===== src/rtl/led_sweep_ctrl.sv =====
// led_sweep_ctrl: 8-LED pattern sequencer (sweep, chase, fill, blink) with mode/speed buttons and a pause switch.
// Optional feature: define LED_DEBOUNCE_EN to insert a per-button debouncer after the synchronizers.
module led_sweep_ctrl #(
  parameter int unsigned WIDTH           = 32,
  parameter int unsigned BASE_PERIOD     = 2**23,
  parameter int unsigned DEBOUNCE_CYCLES = 2**20
) (
  input  logic       clk,
  input  logic       rst,
  input  logic       btn_mode,
  input  logic       btn_speed,
  input  logic       sw_pause,
  output logic [7:0] leds,
  output logic [1:0] mode,
  output logic [1:0] speed,
  output logic       step
);

  typedef enum logic [1:0] {IDLE, RUN, PAUSE, LOAD} state_t;

  state_t           state_q;
  logic [7:0]       leds_q;
  logic [1:0]       mode_q;
  logic [1:0]       speed_q;
  logic             step_q;
  logic             dir_left_q;
  logic [WIDTH-1:0] presc_q;

  logic [1:0]       btn_s1_q;
  logic [1:0]       btn_s2_q;
  logic             pause_s1_q;
  logic             pause_s2_q;
  logic [1:0]       sync_vld_q;
  logic [1:0]       press;

  logic [WIDTH-1:0] period_d;
  logic             wrap_d;
  logic [7:0]       leds_step_d;
  logic             dir_step_d;
  logic [1:0]       mode_next_d;
  logic [7:0]       leds_init_d;

`ifdef LED_DEBOUNCE_EN
  localparam int unsigned DB_W = (DEBOUNCE_CYCLES > 1) ? $clog2(DEBOUNCE_CYCLES) : 1;
`else
  logic unused_db_cfg;
  assign unused_db_cfg = (DEBOUNCE_CYCLES != 0);
`endif

  // Bit 0 carries the mode button, bit 1 the speed button.
  always_ff @(posedge clk or posedge rst) begin
    if (rst) begin
      btn_s1_q   <= '0;
      btn_s2_q   <= '0;
      pause_s1_q <= 1'b0;
      pause_s2_q <= 1'b0;
      sync_vld_q <= '0;
    end else begin
      btn_s1_q   <= {btn_speed, btn_mode};
      btn_s2_q   <= btn_s1_q;
      pause_s1_q <= sw_pause;
      pause_s2_q <= pause_s1_q;
      sync_vld_q <= {sync_vld_q[0], 1'b1};
    end
  end

  for (genvar gi = 0; gi < 2; gi++) begin : g_btn
    logic lvl;
    logic prev_q;
    logic armed_q;
    logic press_q;

`ifdef LED_DEBOUNCE_EN
    logic [DB_W-1:0] db_cnt_q;
    logic            db_lvl_q;

    always_ff @(posedge clk or posedge rst) begin
      if (rst) begin
        db_cnt_q <= '0;
        db_lvl_q <= 1'b0;
      end else if (btn_s2_q[gi] != db_lvl_q) begin
        if (db_cnt_q == DB_W'(DEBOUNCE_CYCLES - 1)) begin
          db_lvl_q <= btn_s2_q[gi];
          db_cnt_q <= '0;
        end else begin
          db_cnt_q <= db_cnt_q + DB_W'(1);
        end
      end else begin
        db_cnt_q <= '0;
      end
    end

    assign lvl = db_lvl_q;
`else
    assign lvl = btn_s2_q[gi];
`endif

    // A button held through reset must be seen released before it can produce a press.
    always_ff @(posedge clk or posedge rst) begin
      if (rst) begin
        prev_q  <= 1'b0;
        armed_q <= 1'b0;
        press_q <= 1'b0;
      end else begin
        prev_q  <= lvl;
        armed_q <= armed_q | (sync_vld_q[1] & ~btn_s2_q[gi]);
        press_q <= lvl & ~prev_q & armed_q;
      end
    end

    assign press[gi] = press_q;
  end

  assign period_d    = WIDTH'(BASE_PERIOD) >> speed_q;
  assign wrap_d      = (presc_q == period_d - WIDTH'(1));
  assign mode_next_d = mode_q + 2'd1;
  assign leds_init_d = (mode_next_d == 2'd3) ? 8'h55 : 8'h01;

  always_comb begin
    leds_step_d = leds_q;
    dir_step_d  = dir_left_q;
    unique case (mode_q)
      2'd0: begin
        if (dir_left_q) begin
          if (leds_q == 8'h80) begin
            leds_step_d = 8'h40;
            dir_step_d  = 1'b0;
          end else begin
            leds_step_d = leds_q << 1;
          end
        end else begin
          if (leds_q == 8'h01) begin
            leds_step_d = 8'h02;
            dir_step_d  = 1'b1;
          end else begin
            leds_step_d = leds_q >> 1;
          end
        end
      end
      2'd1:    leds_step_d = {leds_q[6:0], leds_q[7]};
      2'd2:    leds_step_d = (leds_q == 8'hFF) ? 8'h00 : {leds_q[6:0], 1'b1};
      default: leds_step_d = (leds_q == 8'h55) ? 8'hAA : 8'h55;
    endcase
  end

  always_ff @(posedge clk or posedge rst) begin
    if (rst) begin
      state_q    <= IDLE;
      leds_q     <= 8'h01;
      mode_q     <= 2'd0;
      speed_q    <= 2'd0;
      step_q     <= 1'b0;
      dir_left_q <= 1'b1;
      presc_q    <= '0;
    end else begin
      step_q <= 1'b0;
      if (press[1] && state_q != IDLE) begin
        speed_q <= speed_q + 2'd1;
      end
      unique case (state_q)
        IDLE: begin
          presc_q <= '0;
          state_q <= RUN;
        end
        RUN: begin
          if (press[0]) begin
            state_q    <= LOAD;
            mode_q     <= mode_next_d;
            leds_q     <= leds_init_d;
            dir_left_q <= 1'b1;
            presc_q    <= '0;
          end else begin
            // The counter keeps running in the last RUN cycle before PAUSE, so a coincident wrap still steps.
            if (press[1]) begin
              presc_q <= '0;
            end else if (wrap_d) begin
              presc_q    <= '0;
              leds_q     <= leds_step_d;
              dir_left_q <= dir_step_d;
              step_q     <= 1'b1;
            end else begin
              presc_q <= presc_q + WIDTH'(1);
            end
            if (pause_s2_q) begin
              state_q <= PAUSE;
            end
          end
        end
        PAUSE: begin
          if (press[0]) begin
            state_q    <= LOAD;
            mode_q     <= mode_next_d;
            leds_q     <= leds_init_d;
            dir_left_q <= 1'b1;
            presc_q    <= '0;
          end else begin
            if (press[1]) begin
              presc_q <= '0;
            end
            if (!pause_s2_q) begin
              state_q <= RUN;
            end
          end
        end
        LOAD: begin
          presc_q <= '0;
          state_q <= RUN;
        end
      endcase
    end
  end

  assign leds  = leds_q;
  assign mode  = mode_q;
  assign speed = speed_q;
  assign step  = step_q;

endmodule

===== config.mk =====
export PLATFORM = sky130hd
export DESIGN_NAME = led_sweep_ctrl
export DESIGN_NICKNAME = d
export VERILOG_FILES = /design/src/rtl/led_sweep_ctrl.sv
export SDC_FILE = /design/constraint.sdc
export NUM_CORES = 1
export LEC_CHECK = 0
export CORE_UTILIZATION = 45
export DETAILED_ROUTE_END_ITERATION = 6
export SYNTH_ARGS = -nofsm -noshare
export SYNTH_HDL_FRONTEND = slang
export SYNTH_SLANG_ARGS = --single-unit

===== constraint.sdc =====
create_clock -name clk -period 2.6 [get_ports clk]
set_clock_uncertainty 0.1 [all_clocks]
set_input_delay 0.65 -clock clk [delete_from_list [all_inputs] [get_ports clk]]
set_output_delay 0.65 -clock clk [all_outputs]
set_load 0.005 [all_outputs]

Word-level counts from Yosys, hierarchy flattened
Index checks and enable logic that the tools add are counted.

operators by class
  add/subtract/negate cells = 4
  equality and inequality tests = 18
  shift operators = 1
  muxes and demuxes = 36
  bitwise operators = 12
  reduce and logical (&&, ||, !) cells = 11

operator list
  kind                                                  count
  two-way mux 32 bit                                    5
  one-hot mux 32 bit (3 select lines)                   1
  two-way mux 8 bit                                     8
  adder 32 x 1 -> 32 bit (second input constant)        1
  equality test 32 bit                                  1
  right shift 24 x 2 -> 32 bit (first input constant)   1
  subtractor 32 x 1 -> 32 bit (second input constant)   1
  one-hot mux 8 bit (3 select lines)                    1
  inequality test 3 bit (second input constant)         6
  equality test 8 bit (second input constant)           2
  one-hot mux 8 bit (2 select lines)                    1
  two-way mux 7 bit                                     2
  two-way mux 1 bit                                     12
  equality test 2 bit (second input constant)           4
  equality test 8 x 1 -> 1 bit (second input constant)  1
  equality test 8 x 7 -> 1 bit (second input constant)  1
  two-way mux 2 bit                                     4
  AND 1 bit                                             6
  one-hot mux 2 bit (3 select lines)                    1
  AND reduction 5 bit                                   1
  adder 2 x 1 -> 2 bit (second input constant)          2
  equality test 2 x 1 -> 1 bit (second input constant)  2
  logical NOT 2 bit                                     2
  inverter 1 bit                                        4
  8 further kinds                                       12

storage, ports and cells
  flip-flop bits (word level) = 62
  input bits = 5
  output and inout port bits = 13
  word-level logic and storage cells = 100

Longest topological paths before layout
Gate-level depths: netlist of run 1.

  depth in word-level cells = 8
  gate-level depth with buffers = 12
  depth with buffers taken out = 10

Worst setup path before layout of run 1
OpenSTA, ideal clock, no wires.

  path type = flip-flop to flip-flop
  start point = register speed_q[0], in the netlist speed[0]
  end point = register presc_q[24]
  setup time = 0.123 ns
  arrival = 2.113 ns
  data required time = 2.377 ns
  setup slack = 0.264 ns
  stages on the path, launching flop included = 13
  path buffers = 2
  clock period less this slack = 2.336 ns
  path through = dfrtp_1 > inv_1 > ha_1 > inv_1 > ha_1 > nor2_1 > nor4_1 > o211ai_2 > o21a_1 > buf_2 > buf_6 > a31oi_1 > nand2_1

between the ends
  word-level cells in the longest chain between the ends = 7

ends and longest elaborated chain
  item                                 line  source
  start, declared                      24    logic [1:0] speed_q;
  start signal, assigned               158   speed_q <= speed_q + 2'd1;
  right shift 24 x 2 -> 32 bit         114   assign period_d = WIDTH'(BASE_PERIOD) >> speed_q;
  subtractor 32 x 1 -> 32 bit          115   assign wrap_d = (presc_q == period_d - WIDTH'(1));
  equality test 32 bit                 115
  two-way mux 32 bit                   176   end else if (wrap_d) begin
  two-way mux 32 bit                   174   if (press[1]) begin
  two-way mux 32 bit                   166   if (press[0]) begin
  one-hot mux 32 bit (3 select lines)  160   unique case (state_q)
  end signal, assigned                 182   presc_q <= presc_q + WIDTH'(1);
  end, declared                        27    logic [WIDTH-1:0] presc_q;

No other way between the ends.
A chain may end at the register's enable or synchronous reset.

Final worst setup path of run 1
  start point = register speed_q[0], in the netlist speed[0]
  end point = register presc_q[10]

Same word-level chain as after synthesis.

==> impl_metrics.ini, run 1 <==
[yosys]
netlist_instances = 377
synth_edf_count = 0
post_synth_fa_ha_maj_area_fraction = 0.0542
yosysMostFrequentCell = sky130_fd_sc_hd__dfrtp_1
synth_simple_gate_area_share = 0.213
yosys_warnings = 0
postSynthAreaPerCell_um2 = 9.19
postSynth.topFlopCell = sky130_fd_sc_hd__dfrtp_1
xor_and_xnor_area_share_after_synthesis = 0.0152
synth_top_cell_by_area = sky130_fd_sc_hd__dfrtp_1
synth.net_count = 397
fraction_of_synthesized_area_in_multiplexers = 0.0224
synthTopCellsByArea = sky130_fd_sc_hd__dfrtp_1 (43%), sky130_fd_sc_hd__ha_1 (5.4%), sky130_fd_sc_hd__nand2_1 (3.6%), sky130_fd_sc_hd__inv_1 (3.4%), sky130_fd_sc_hd__a21oi_1 (3.2%)
netlist-cell-type-count = 53
ys_top_cells_by_count = sky130_fd_sc_hd__dfrtp_1 (60), sky130_fd_sc_hd__nand2_1 (33), sky130_fd_sc_hd__inv_1 (31)
synth_seq_area_share = 0.448
synthArstFlopShare = 1.00
main_combinational_cell_family_by_area_after_synthesis = simple AND/OR/NAND/NOR gates
synth.ff_latch_count = 62
synth_top_area_share = 0.433
syn_area_um2 = 3470
synth_compound_area_frac = 0.188

[clock_tree]
clock_insertion_delay_worst_skew_ns = 0.34
h-tree-depth = 3
cts.reportedPaths.clkPinSlew_ns = 0.08
clock_tree_from_tritoncts = built
post_cts_resized = 0
cts_root_buffer = sky130_fd_sc_hd__clkbuf_8
clockBufferDepth = 2
hold_buffers = 0
number_of_clock_buffers_inserted_by_tritoncts = 9
cts_post_setup_buffers_inserted = 0
cts.sinks = 62

[floorplan]
die_height_um = 89.8
row_count = 31
core_area_um2 = 7330
floorplan.io_pins = 18
initial_utilization = 0.473
die_x_um = 89.8
die-area_um2 = 8060

[worst_hold_path]
worst_hold_path_type = flop to flop

[sta]
min_period_over_period = 0.964
setup_viol_count_final = 0
setup_total_negative_slack_ns = 0
max_freq_mhz = 399
final_hold_violations = 0
max_slew.worst_pin.slew_ns = 0.885
max-slew-margin-rel = 0.404
min_period_ns = 2.51
slew_viol_final = 0

[critical_path]
worstSetupEndpointType = flop
critical_path_class = flop to flop
ff2ff_setup_slack_ns = 0.09
crit_path_arrival_time_ns = 2.63
worst_ep_required_ns = 2.73
start_kind = flop
critPathMaxFanout = 18

[global_routing]
antenna_violations_before_repair = 0
grt_usage = 0.202
aggregate_global_routing_overflow = 0
grt_start_max_net_pins = 36
global_route_wire_length_before_repair_um = 13000
first_global_vias = 2684

[finish]
number_of_nets_in_the_layout = 423
synthToLayoutAreaGrowth_pct = 17.5
number_of_diodes = 0
layout.core_utilization = 0.556
fin_cells = 507
final_layout_size_suffix_gt1_frac = 0.115

[routing]
firstDrtPassIters = 5
num_vias = 2867
drc_errors = 0
ant_nets = 0
wl_um = 7600
detail_route.vias_per_cell = 5.65
detail_route.wl_per_cell_um = 15.0
drt_first_iter_violations = 156

[placement]
port_buffer_count = 17
post-place-cells = 490
place.detailed.hpwl_um = 5070
finalWeightedCongestion = 0.811

[pwr]
power.density_cell_area_nw_per_um2 = 932
power.static_leakage_nw = 1.85
total_power_w = 0.00380
worst_ir_drop_vdd_mv = 0.444

[job]
max-cap-violations = 0

[outcome]
status = finished, final reports clean
==> cells in the final DEF (no fill, tap or decap), drive strengths merged, types with 2 or more instances in the layout <==
master and n:
nor3 8, and4 4, clkdlybuf4s50 17, nand3 13
dfstp 2, nor4 10, and3 10, a221oi 4
buf 11, a21o 13, o31ai 5, nor2b 3
or3 14, o21a 3, xor2 4, dfrtp 60
mux2 6, a2111oi 2, and2 2, nand2 34
clkbuf 10, xnor2 2, bufinv 2, o21ai 37
nor3b 6, clkinvlp 2, a211o 2, clkinv 2
nor2 24, a22o 3, ha 15, nand4 8
a21oi 22, a31oi 3, inv 32
==> state kept, by name, indices dropped and copies added (netlist names), 2 cells and up <==
| signal | flops |
|---|---|
| btn_s1_q | 2 |
| btn_s2_q | 2 |
| g_btn.armed_q | 2 |
| g_btn.press_q | 2 |
| g_btn.prev_q | 2 |
| leds | 8 |
| mode | 2 |
| presc_q | 32 |
| speed | 2 |
| state_q | 2 |
| sync_vld_q | 2 |
==> routing by layer <==
layer	part of all wire	global-route usage	up-vias	routed length (um)
li1	-	-	1410	-
met1	0.50	0.277	1386	3830
met2	0.46	0.315	67	3460
met3	0.035	0.0457	4	264
met4	0.0062	0.0683	0	47
met5	0	0	-	0
==> logic make-up (layout without fill, tap and decap cells) <==
logic type / after synthesis / in the layout
AND/OR/NAND/NOR: 138 / 138
flip-flops: 62 / 62
buffers and inverters: 45 / 76
other: 1 / 1
adder cells (fa/ha/maj): 15 / 15
multiplexers: 7 / 7
AO/OA/AOI/OAI: 103 / 103
XOR/XNOR: 6 / 6
==> final cells by class <==
type                    instances  area (um2)
clock buffers                   9         124
inverters                      31         116
flip-flops and latches         62        1560
well taps                      99         124
repair buffers                 29         315
clock inverters                 7        97.6
multi-input cells             270        1740
fillers                       662        3260
==> power breakdown <==
part / total (W) / switching (W) / internal (W)
clock network: 0.000956 / 0.000413 / 0.000543
registers: 0.00127 / 0.000174 / 0.00110
logic: 0.00157 / 0.000845 / 0.000724
total: 0.00380 / 0.00143 / 0.00236
==> stage by stage <==
stage / setup slack, ns / hold slack (ns) / cell area [um2]
2_1_floorplan: 0.264 / 0.231 / 3470
3_3_place_gp: 0.118 / 0.231 / 3800
3_5_place_dp: 0.0394 / 0.236 / 3800
4_1_cts: 0.0294 / 0.253 / 4020
5_1_grt: -0.0494 / 0.260 / 4070
6_report: 0.0923 / 0.250 / 4070
==> path summary, 6_finish.rpt <==
kind,from,end,depth (start not counted)
setup / recovery,speed[0],presc_q[10],11
hold / removal,btn_s1_q[0],btn_s2_q[0],0
setup reg to reg,speed[0],presc_q[10],11
hold reg to reg,btn_s1_q[0],btn_s2_q[0],0
max in group asynchronous,rst,leds[0],3
min in group asynchronous,rst,state_q[1],2
==> critical path, cell delays in order, from the launching register on <==
cell and delay [ns]:
sky130_fd_sc_hd__dfrtp_2 0.44, sky130_fd_sc_hd__inv_1 0.11, sky130_fd_sc_hd__ha_1 0.15, sky130_fd_sc_hd__inv_1 0.04, sky130_fd_sc_hd__ha_1 0.29, sky130_fd_sc_hd__xor2_1 0.19, sky130_fd_sc_hd__and3_1 0.20, sky130_fd_sc_hd__nand3_2 0.13
sky130_fd_sc_hd__o21ai_4 0.27, sky130_fd_sc_hd__buf_12 0.19, sky130_fd_sc_hd__o21ai_1 0.08, sky130_fd_sc_hd__a21o_1 0.19
No activity file was read; power rests on OpenSTA's default activity.
==> run 2, diff against run 1 <==
--- a/config.mk
+++ b/config.mk
@@ -5,6 +5,7 @@
 export SDC_FILE = /design/constraint.sdc
 export NUM_CORES = 1
 export LEC_CHECK = 0
+export CORE_MARGIN = 5
 export CORE_UTILIZATION = 45
 export DETAILED_ROUTE_END_ITERATION = 6
 export SYNTH_ARGS = -nofsm -noshare
==> impl_metrics.ini, run 2 (synthesis results as in run 1) <==
[outcome]
status = finished, final reports clean

[global_routing]
grt_start_max_net_pins = 63
antenna_violations_before_repair = 0
aggregate_global_routing_overflow = 0
global_route_wire_length_before_repair_um = 13100
first_global_vias = 2739
grt_usage = 0.165

[routing]
ant_nets = 0
wl_um = 7620
detail_route.wl_per_cell_um = 14.9
detail_route.vias_per_cell = 5.60
firstDrtPassIters = 4
drc_errors = 0
drt_first_iter_violations = 134
num_vias = 2860

[floorplan]
die-area_um2 = 9560
initial_utilization = 0.456
row_count = 32
floorplan.io_pins = 18
die_height_um = 97.8
core_area_um2 = 7610
die_x_um = 97.8

[finish]
synthToLayoutAreaGrowth_pct = 15.5
leading_cell_type_in_the_layout_fill_and_taps_excluded = sky130_fd_sc_hd__dfrtp_1
final_design_area_no_fill_um2 = 4000
layout.cells.most_common_list = sky130_fd_sc_hd__dfrtp_1 (59), sky130_fd_sc_hd__nand2_1 (33), sky130_fd_sc_hd__inv_1 (29)
largest_register_ffs = 32
number_of_nets_in_the_layout = 424
final_layout_size_suffix_gt1_frac = 0.122
number_of_diodes = 0
fin_cells = 511
largest_register = presc_q

[sta]
setup_ws_ns = 0.137
min_period_ns = 2.46
setup_total_negative_slack_ns = 0
setup_viol_count_final = 0
max_freq_mhz = 406
final_hold_violations = 0
max-slew-margin-rel = 0.416
min_period_over_period = 0.947
setup_repair_after_global_routing_missed_its_margin = false
slew_viol_final = 0
max_slew.worst_pin.slew_ns = 0.867

[worst_hold_path]
worst_hold_path_type = flop to flop

[placement]
place.detailed.hpwl_um = 5000
pre_cts_ws_ns = 0.0454
dpl_cell_area_um2 = 3790
finalWeightedCongestion = 0.910
port_buffer_count = 17
post-place-cells = 492

[pwr]
power.share.sequential = 0.354
power_frac_clock = 0.211
power.static_leakage_nw = 1.82
pwr-share-comb = 0.436
worst_ir_drop_vdd_mv = 0.384
p_switching_w = 0.00144
internal_power_w = 0.00217
power.density_cell_area_nw_per_um2 = 901
swShare = 0.398

[critical_path]
worstSetupEndpointType = flop
start_kind = flop
worst_ep_required_ns = 2.74
crit_path_arrival_time_ns = 2.61
critical_path_class = flop to flop
critPathMaxFanout = 6

[clock_tree]
clock_tree_from_tritoncts = built
cts.sinks = 62
cts_root_buffer = sky130_fd_sc_hd__clkbuf_8
h-tree-depth = 3
cts.reportedPaths.clkPinSlew_ns = 0.08
clockBufferDepth = 2
number_of_clock_buffers_inserted_by_tritoncts = 9
clock_insertion_delay_worst_skew_ns = 0.34

[job]
max-cap-violations = 0
run 2: cell count changes in the layout (fill, tap and decap cells not counted), sizes merged:
cell      previous run  this run
bufinv               2         0
clkinvlp             2         0
buf                 11        12
clkinv               2         6
run 2: repair_timing:
action,4_1_cts,5_1_grt
endpoints found under the setup margin,0,34
buffers inserted,0,3
gates resized for setup,0,6
hold buffers,0,0
run 2: metal layers:
| metal | track usage | part of all wire | up-vias |
|---|---|---|---|
| met1 | 0.225 | 0.49 | 1386 |
| li1 | - | - | 1411 |
| met4 | 0.0522 | 0.0075 | 0 |
| met5 | 0 | 0 | - |
| met3 | 0.0371 | 0.035 | 7 |
| met2 | 0.264 | 0.47 | 56 |
run 2: critical path: stages, from the launching register on:
cell                      delay [ns]
sky130_fd_sc_hd__dfrtp_2        0.45
sky130_fd_sc_hd__inv_2          0.08
sky130_fd_sc_hd__ha_1           0.14
sky130_fd_sc_hd__inv_1          0.04
sky130_fd_sc_hd__ha_1           0.30
sky130_fd_sc_hd__xor2_1         0.16
sky130_fd_sc_hd__and3_1         0.19
sky130_fd_sc_hd__nand3_2        0.10
sky130_fd_sc_hd__o31a_2         0.40
sky130_fd_sc_hd__buf_4          0.15
sky130_fd_sc_hd__o31ai_1        0.25
run 2: worst paths after layout:
kind / endpoint / cells past startpoint / slack (ns) / startpoint
setup reg to reg: leds[3] / 10 / 0.14 / speed[0]
min in group asynchronous: btn_s2_q[0] / 3 / 0.57 / rst
setup / recovery: leds[3] / 10 / 0.14 / speed[0]
max in group asynchronous: speed[0] / 3 / 1.50 / rst
hold reg to reg: sync_vld_q[1] / 0 / 0.25 / sync_vld_q[0]
hold / removal: sync_vld_q[1] / 0 / 0.25 / sync_vld_q[0]
run 2: power by group through the flow:
stage | clock network [W] | logic (W) | registers (W)
global route | 0.000831 | 0.00176 | 0.00130
finish | 0.000760 | 0.00157 | 0.00128
detailed placement | 0 | 0.00148 | 0.00129
floorplan | 0 | 0.00108 | 0.00124
CTS | 0.000790 | 0.00149 | 0.00127
global placement | 0 | 0.00146 | 0.00128
run 2: final cells by class:
type,instances,area [um2]
clock inverters,7,50.0
fillers,726,3600
inverters,31,116
multi-input cells,270,1730
flip-flops and latches,62,1560
well taps,102,128
repair buffers,30,303
clock buffers,9,124
run 2: stage by stage:
stage | power, W | utilization | hold WS [ns]
after detailed placement | 0.00277 | 0.499 | 0.239
after floorplan | 0.00232 | - | 0.231
after global placement | 0.00274 | 0.499 | 0.233
final | 0.00361 | 0.526 | 0.252
after CTS | 0.00356 | 0.522 | 0.256
after global routing | 0.00389 | 0.526 | 0.271
